$ cat config.mk
export PLATFORM = sky130hd
export DESIGN_NAME = regfile_scoreboard
export DESIGN_NICKNAME = d
export VERILOG_FILES = /design/src/rtl/regfile_scoreboard.sv
export SDC_FILE = /design/constraint.sdc
export NUM_CORES = 2
export LEC_CHECK = 0
export BUFFER_PORTS_ARGS = -buffer_cell sky130_fd_sc_hd__buf_2
export CELL_PAD_IN_SITES_DETAIL_PLACEMENT = 1
export CELL_PAD_IN_SITES_GLOBAL_PLACEMENT = 2
export CORE_ASPECT_RATIO = 0.75
export CORE_MARGIN = 3
export CORE_UTILIZATION = 53
export DETAILED_ROUTE_END_ITERATION = 12
export GPL_TIMING_DRIVEN = 0
export HOLD_SLACK_MARGIN = 0.08
export PLACE_DENSITY_LB_ADDON = 0.1
export REMOVE_ABC_BUFFERS = 1
export SYNTH_ARGS = -nofsm -noshare
export SYNTH_HDL_FRONTEND = slang
export SYNTH_SLANG_ARGS = --single-unit
$ cat constraint.sdc
create_clock -name Clk -period 9.9 [get_ports Clk]
set_input_delay 0.99 -clock Clk [delete_from_list [all_inputs] [get_ports Clk]]
set_output_delay 0.99 -clock Clk [all_outputs]
set_load 0.03 [all_outputs]
$ cat src/rtl/regfile_scoreboard.sv
// Multi-read-port register file with optional hardwired zero register, pending-bit
// scoreboard and sequential clear engine. Optional same-cycle write forwarding: REGFILE_BYPASS_EN.
module regfile_scoreboard #(
  parameter int DATA_W   = 64,
  parameter int ADDR_W   = 5,
  parameter int NR       = 2,
  parameter int ZERO_REG = 31,
  parameter int HAS_ZERO = 1
) (
  input  logic                 Clk,
  input  logic                 ResetL,
  input  logic                 Clear,
  output logic                 Ready,
  input  logic [NR*ADDR_W-1:0] RA,
  output logic [NR*DATA_W-1:0] Bus,
  output logic [NR-1:0]        Busy,
  input  logic [ADDR_W-1:0]    RW,
  input  logic [DATA_W-1:0]    BusW,
  input  logic                 RegWr,
  input  logic [ADDR_W-1:0]    RsvAddr,
  input  logic                 Rsv
);

  localparam int                NUM_REGS = 1 << ADDR_W;
  localparam logic [ADDR_W-1:0] ZERO_A   = ADDR_W'(ZERO_REG);
  localparam logic [ADDR_W-1:0] LAST_A   = ADDR_W'(NUM_REGS - 1);
  localparam bit                ZERO_EN  = (HAS_ZERO != 0);

  typedef enum logic {ST_CLEAR, ST_RUN} state_e;

  state_e              state_q, state_d;
  logic [ADDR_W-1:0]   idx_q, idx_d;
  logic [NUM_REGS-1:0] pend_q, pend_d;
  logic [DATA_W-1:0]   mem_q [NUM_REGS];

  logic                mem_we;
  logic [ADDR_W-1:0]   mem_wa;
  logic [DATA_W-1:0]   mem_wd;
  logic                run;
  logic                wr_ok;
  logic                rsv_ok;

  assign run    = (state_q == ST_RUN);
  assign wr_ok  = run && RegWr && !(ZERO_EN && (RW == ZERO_A));
  assign rsv_ok = run && Rsv && !(ZERO_EN && (RsvAddr == ZERO_A));

  // All state moves on the falling edge; the array itself is only zeroed by the clear engine.
  always_ff @(negedge Clk or negedge ResetL) begin
    if (!ResetL) begin
      state_q <= ST_CLEAR;
      idx_q   <= '0;
      pend_q  <= '0;
    end else begin
      state_q <= state_d;
      idx_q   <= idx_d;
      pend_q  <= pend_d;
    end
  end

  always_ff @(negedge Clk) begin
    if (mem_we) begin
      mem_q[mem_wa] <= mem_wd;
    end
  end

  always_comb begin
    state_d = state_q;
    idx_d   = idx_q;
    pend_d  = pend_q;
    mem_we  = 1'b0;
    mem_wa  = RW;
    mem_wd  = BusW;
    Ready   = 1'b0;
    unique case (state_q)
      ST_CLEAR: begin
        mem_we = 1'b1;
        mem_wa = idx_q;
        mem_wd = '0;
        pend_d = '0;
        if (Clear) begin
          idx_d = '0;
        end else if (idx_q == LAST_A) begin
          state_d = ST_RUN;
          idx_d   = '0;
        end else begin
          idx_d = idx_q + ADDR_W'(1);
        end
      end
      ST_RUN: begin
        Ready = 1'b1;
        if (Clear) begin
          state_d = ST_CLEAR;
          idx_d   = '0;
          pend_d  = '0;
        end else begin
          mem_we = wr_ok;
          if (wr_ok) begin
            pend_d[RW] = 1'b0;
          end
          // Reservation applied after the write: it belongs to a younger instruction.
          if (rsv_ok) begin
            pend_d[RsvAddr] = 1'b1;
          end
        end
      end
      default: begin
        state_d = ST_CLEAR;
        idx_d   = '0;
      end
    endcase
  end

  for (genvar g = 0; g < NR; g++) begin : g_rd
    logic [ADDR_W-1:0] ra;
    logic              is_zero;
    logic [DATA_W-1:0] rd;
    logic              bsy;

    assign ra      = RA[g*ADDR_W +: ADDR_W];
    assign is_zero = ZERO_EN && (ra == ZERO_A);

    always_comb begin
      rd  = mem_q[ra];
      bsy = pend_q[ra];
`ifdef REGFILE_BYPASS_EN
      if (RegWr && run && (RW == ra) && !is_zero) begin
        rd = BusW;
        if (!(Rsv && (RsvAddr == ra))) begin
          bsy = 1'b0;
        end
      end
`endif
      if (!run || is_zero) begin
        rd  = '0;
        bsy = 1'b0;
      end
    end

    assign Bus[g*DATA_W +: DATA_W] = rd;
    assign Busy[g]                 = bsy;
  end

endmodule

=== Yosys cells after proc, flatten, opt, wreduce, memory -nomap -nowiden ===
Memory sizes are Yosys's and may differ from the RTL's.
Index checks and enable logic that the tools add are counted.

* Bits in registers: 38
* Bits in latches: 0
* Memory bits (writable): 2048
* Memory bits (read-only): 0
* Input bits: 89
* Memories kept: 1

* Add/subtract/negate cells: 1
* $mul: 0
* Div/mod/pow operators: 0
* $lt $le $gt $ge: 6
* Equal/unequal tests: 6
* Shift-type cells: 0
* Mux-type cells: 33
* Bitwise gates (word level): 4
* Reduce and logical (&&, ||, !) cells: 11

{| class="wikitable"
|+ Memory list
! name !! words !! width !! rd ports !! clocked after Yosys merged registers in !! write ports !! line !! RTL
|-
| mem_q || 32 || 64 || 2 || 0 || 1 || 34 || <nowiki>logic [DATA_W-1:0] mem_q [NUM_REGS];</nowiki>
|}

{| class="wikitable"
|+ Operator list
! kind !! number
|-
| $mux W64 || 3
|-
| $mux W32 || 5
|-
| $pmux W32 S2 || 1
|-
| $and A32 B32 Y32 || 1
|-
| $not A32 Y32 || 1
|-
| $or A32 B32 Y32 || 1
|-
| $eq A5 B5 Y1 const B || 5
|-
| $lt A5 B6 Y1 const B || 4
|-
| $mux W5 || 4
|-
| $mux W1 || 13
|-
| $bmux W1 S5 || 2
|-
| $demux W1 S5 || 2
|-
| $ge A5 B1 Y1 const B || 2
|-
| $pmux W5 S2 || 1
|-
| $logic_and A1 B1 Y1 || 6
|-
| $add A5 B1 Y5 const B || 1
|-
| $pmux W1 S2 || 2
|-
| $logic_not A1 Y1 || 3
|-
| $logic_or A1 B1 Y1 || 2
|-
| $ne A2 B2 Y1 const B || 1
|-
| $not A1 Y1 || 1
|}

=== Longest topological paths before layout ===
* Word-level depth: 13
* Depth in mapped cells: 11
* Mapped depth without buffers: 6

==> flow_summary_export.csv <==
group,metric,value,unit
placed_design,routabilityCongestion,0.715,
setup_path,reg2reg_from,"run$_DFF_NN0_",
timing,skew,104,ps
setup_path,cp.required,8910,ps
setup_path,max_stage_delay,910,ps
global_route,grt_max_degree,106,
pwr,ir_drop,190,uV
setup_path,start_kind,"register",
placed_design,dp_cells,7451,
outcome,violations,"max-capacitance violations",
route,drt-total-wl,350000,um
placed_design,io_buffers,219,
placed_design,dpl.hpwl,201000,um
timing,worstMarginPinSlew,1480,ps
finish,syn2layout_area_growth,23.6,%
timing,final-setup-viol-count,0,
route,ant_nets,0,
route,vias_per_cell,6.87,
cts,post-cts-setup-buffers,0,
timing,hold_viol_final,0,
global_route,grt_pass1_wl,503000,um
timing,final_max_slew_viol_count,0,
worst_hold_path,hp-start,"pend_q[31]$_DFF_NN0_",
finish,nets,7424,
cts,ctsLongestPathBuffers,3,
timing,finalSetupTns,0,ps
die,die-height,375,um
setup_path,crit_start,"run$_DFF_NN0_",
finish,layout-drive-gt1-share,0.218,
global_route,antenna_found_initial,11,
logic_synthesis,ys_seq_elements,2086,
pwr,leakage,48.7,nW
setup_path,critPathSlowestCell,"dfrtn_1",
cts,cts_root_buf,"clkbuf_16",
logic_synthesis,dominantRegCellSynth,"edfxtp_1",
cts,h-tree-depth,4,
pwr,p_per_area,195,nW/um2
global_route,grt_util_all_layers,0.375,
cts,clkSinkCount,2086,
die,die-area,186000,um2
finish,final_cell_mix,"inv_1, edfxtp_1, mux4_2",
timing,hold_slack,474,ps
setup_path,critical_path.top_delay_family,"compound AO/OA/AOI/OAI gates",
outcome,status,"finished, violations left",
finish,fillers,15800,
route,post_drt_wl_per_cell,35.5,um
die,start_util,0.536,
route,drtPass1Iterations,5,
die,core,179000,um2
setup_path,cp-end-kind,"output pin",
logic_synthesis,syn_avg_cell_area,19.1,um2
setup_path,path_cells,"buf_16 > buf_16 > o21ai_4 > buf_12 > a211oi_1 > buf_2",
cts,cts_resized,0,
logic_synthesis,ys_seq_area_frac,0.650,
logic_synthesis,synth_area,96000,um2
pwr,total_power,23.2,mW
setup_path,worstPathMaxFanout,16,
cts,cts_inserted_buffers,210,
die,row_count,134,
die,boundaryPins,220,
setup_path,critical_path_class,"reg2out",
setup_path,crit_buf_inv,4,
logic_synthesis,synth_cells,5030,
logic_synthesis,synth-edff-count,2048,
cts,ctsHoldBuffers,0,
route,dr_total_vias,67800,
cts,cts_tree,"done",
route,first_iter_violations,8315,
global_route,grt_overflow,0,
timing,grt_setup_unrepaired,"no",
global_route,grt_pass1_vias,77000,
cts,cts.clk_slew.worst_paths,60,ps
finish,final_common_cell,"inv_1",
worst_hold_path,worstHoldPathType,"reg2reg",
cts,clk_latency,840,ps
route,drcViolationCount,0,
setup_path,critPathArrivalTime,8830,ps
setup_path,cpMostUsedCell,"buf_16",
logic_synthesis,synthArstFlopShare,0.0182,
timing,max_slew_margin,0.00901,
finish,fin_cells,9883,
flow_run,drv_cap,1,
die,die_w,498,um
logic_synthesis,ys_types,49,
logic_synthesis,yosys_warnings,0,
[cells in the mapped netlist (3+ instances only)]
master,count,area (um2)
a2111oi_0,84,736
a2111oi_1,41,410
a2111oi_2,5,75.1
a211oi_1,129,968
a21o_1,3,22.5
a21oi_1,149,746
a22o_1,129,1130
a22oi_1,129,968
a32o_1,12,120
and2_1,67,419
and3_1,5,31.3
buf_1,28,105
buf_2,71,355
buf_4,64,480
buf_6,36,405
clkbuf_1,232,871
dfrtn_1,38,951
edfxtp_1,2048,61500
inv_1,6,22.5
mux2i_1,524,5250
mux4_2,780,17600
nand2_1,49,184
nand2b_1,4,25.0
nand3_1,10,50.1
nand3b_1,3,22.5
nor2_1,54,203
nor2b_1,14,87.6
nor3_1,7,35.0
nor3b_1,5,37.5
o21ai_0,22,110
o221ai_1,129,1130
o22ai_1,128,801
[registers in the layout (all words and copies together) (netlist names)]
signal  flops
mem_q    2048
run         1
pend_q     32
idx_q       5
[stage by stage]
stage,util,area [um2],setup WS (ps)
after global placement,0.547,97900,-32720
after global routing,0.663,119000,77.9
final,0.663,119000,83.2
after detailed placement,0.581,104000,66.9
after floorplan,-,93800,-1390
after CTS,0.663,119000,157
[report_power, final]
part	internal (mW)	switching (mW)	total, mW
Sequential	9.73	0.0440	9.77
Combinational	0.616	0.830	1.45
Clock	5.86	6.11	12.0
[final timing paths]
path	depth (start not counted)	slack (ps)	end
worst min register to register	1	470	pend_q[31]$_DFF_NN0_
worst min-delay path	1	470	pend_q[31]$_DFF_NN0_
max in group asynchronous	1	4040	pend_q[26]$_DFF_NN0_
worst max-delay path	6	80	Bus[36]
worst max register to register	8	5080	mem_q[21][34]$_DFFE_NP_
min in group asynchronous	1	5210	idx_q[1]$_DFFE_NN0P_
[cell type report]
type / count / area, um2 / area share
flip-flops and latches: 2086 / 62400 / 0.526
multi-input cells: 2504 / 31700 / 0.267
clock inverters: 2207 / 9220 / 0.0777
repair buffers: 478 / 6890 / 0.0581
clock buffers: 219 / 5460 / 0.0460
well taps: 2380 / 2980 / 0.0251
inverters: 5 / 18.8 / 0.000158
diodes: 4 / 10.0 / 0.0000843
[per-layer routing]
metal  vias to the layer above  track usage  share of wire
li1                      26600            -              -
met1                     35300        0.466           0.36
met4                         4        0.220          0.051
met3                      1073        0.119           0.11
met2                      4845        0.581           0.48
met5                         -            0       0.000083
[kinds of logic after synthesis]
family                   count (synthesis)  share of synthesized area
AO/OA/AOI/OAI                          972                     0.0762
multiplexers                          1306                      0.238
buffers and inverters                  440                     0.0237
adder cells (fa/ha/maj)                  2                   0.000261
AND/OR/NAND/NOR                        224                     0.0118
flip-flops                            2086                      0.650
No activity file was read; power rests on OpenSTA's default activity.
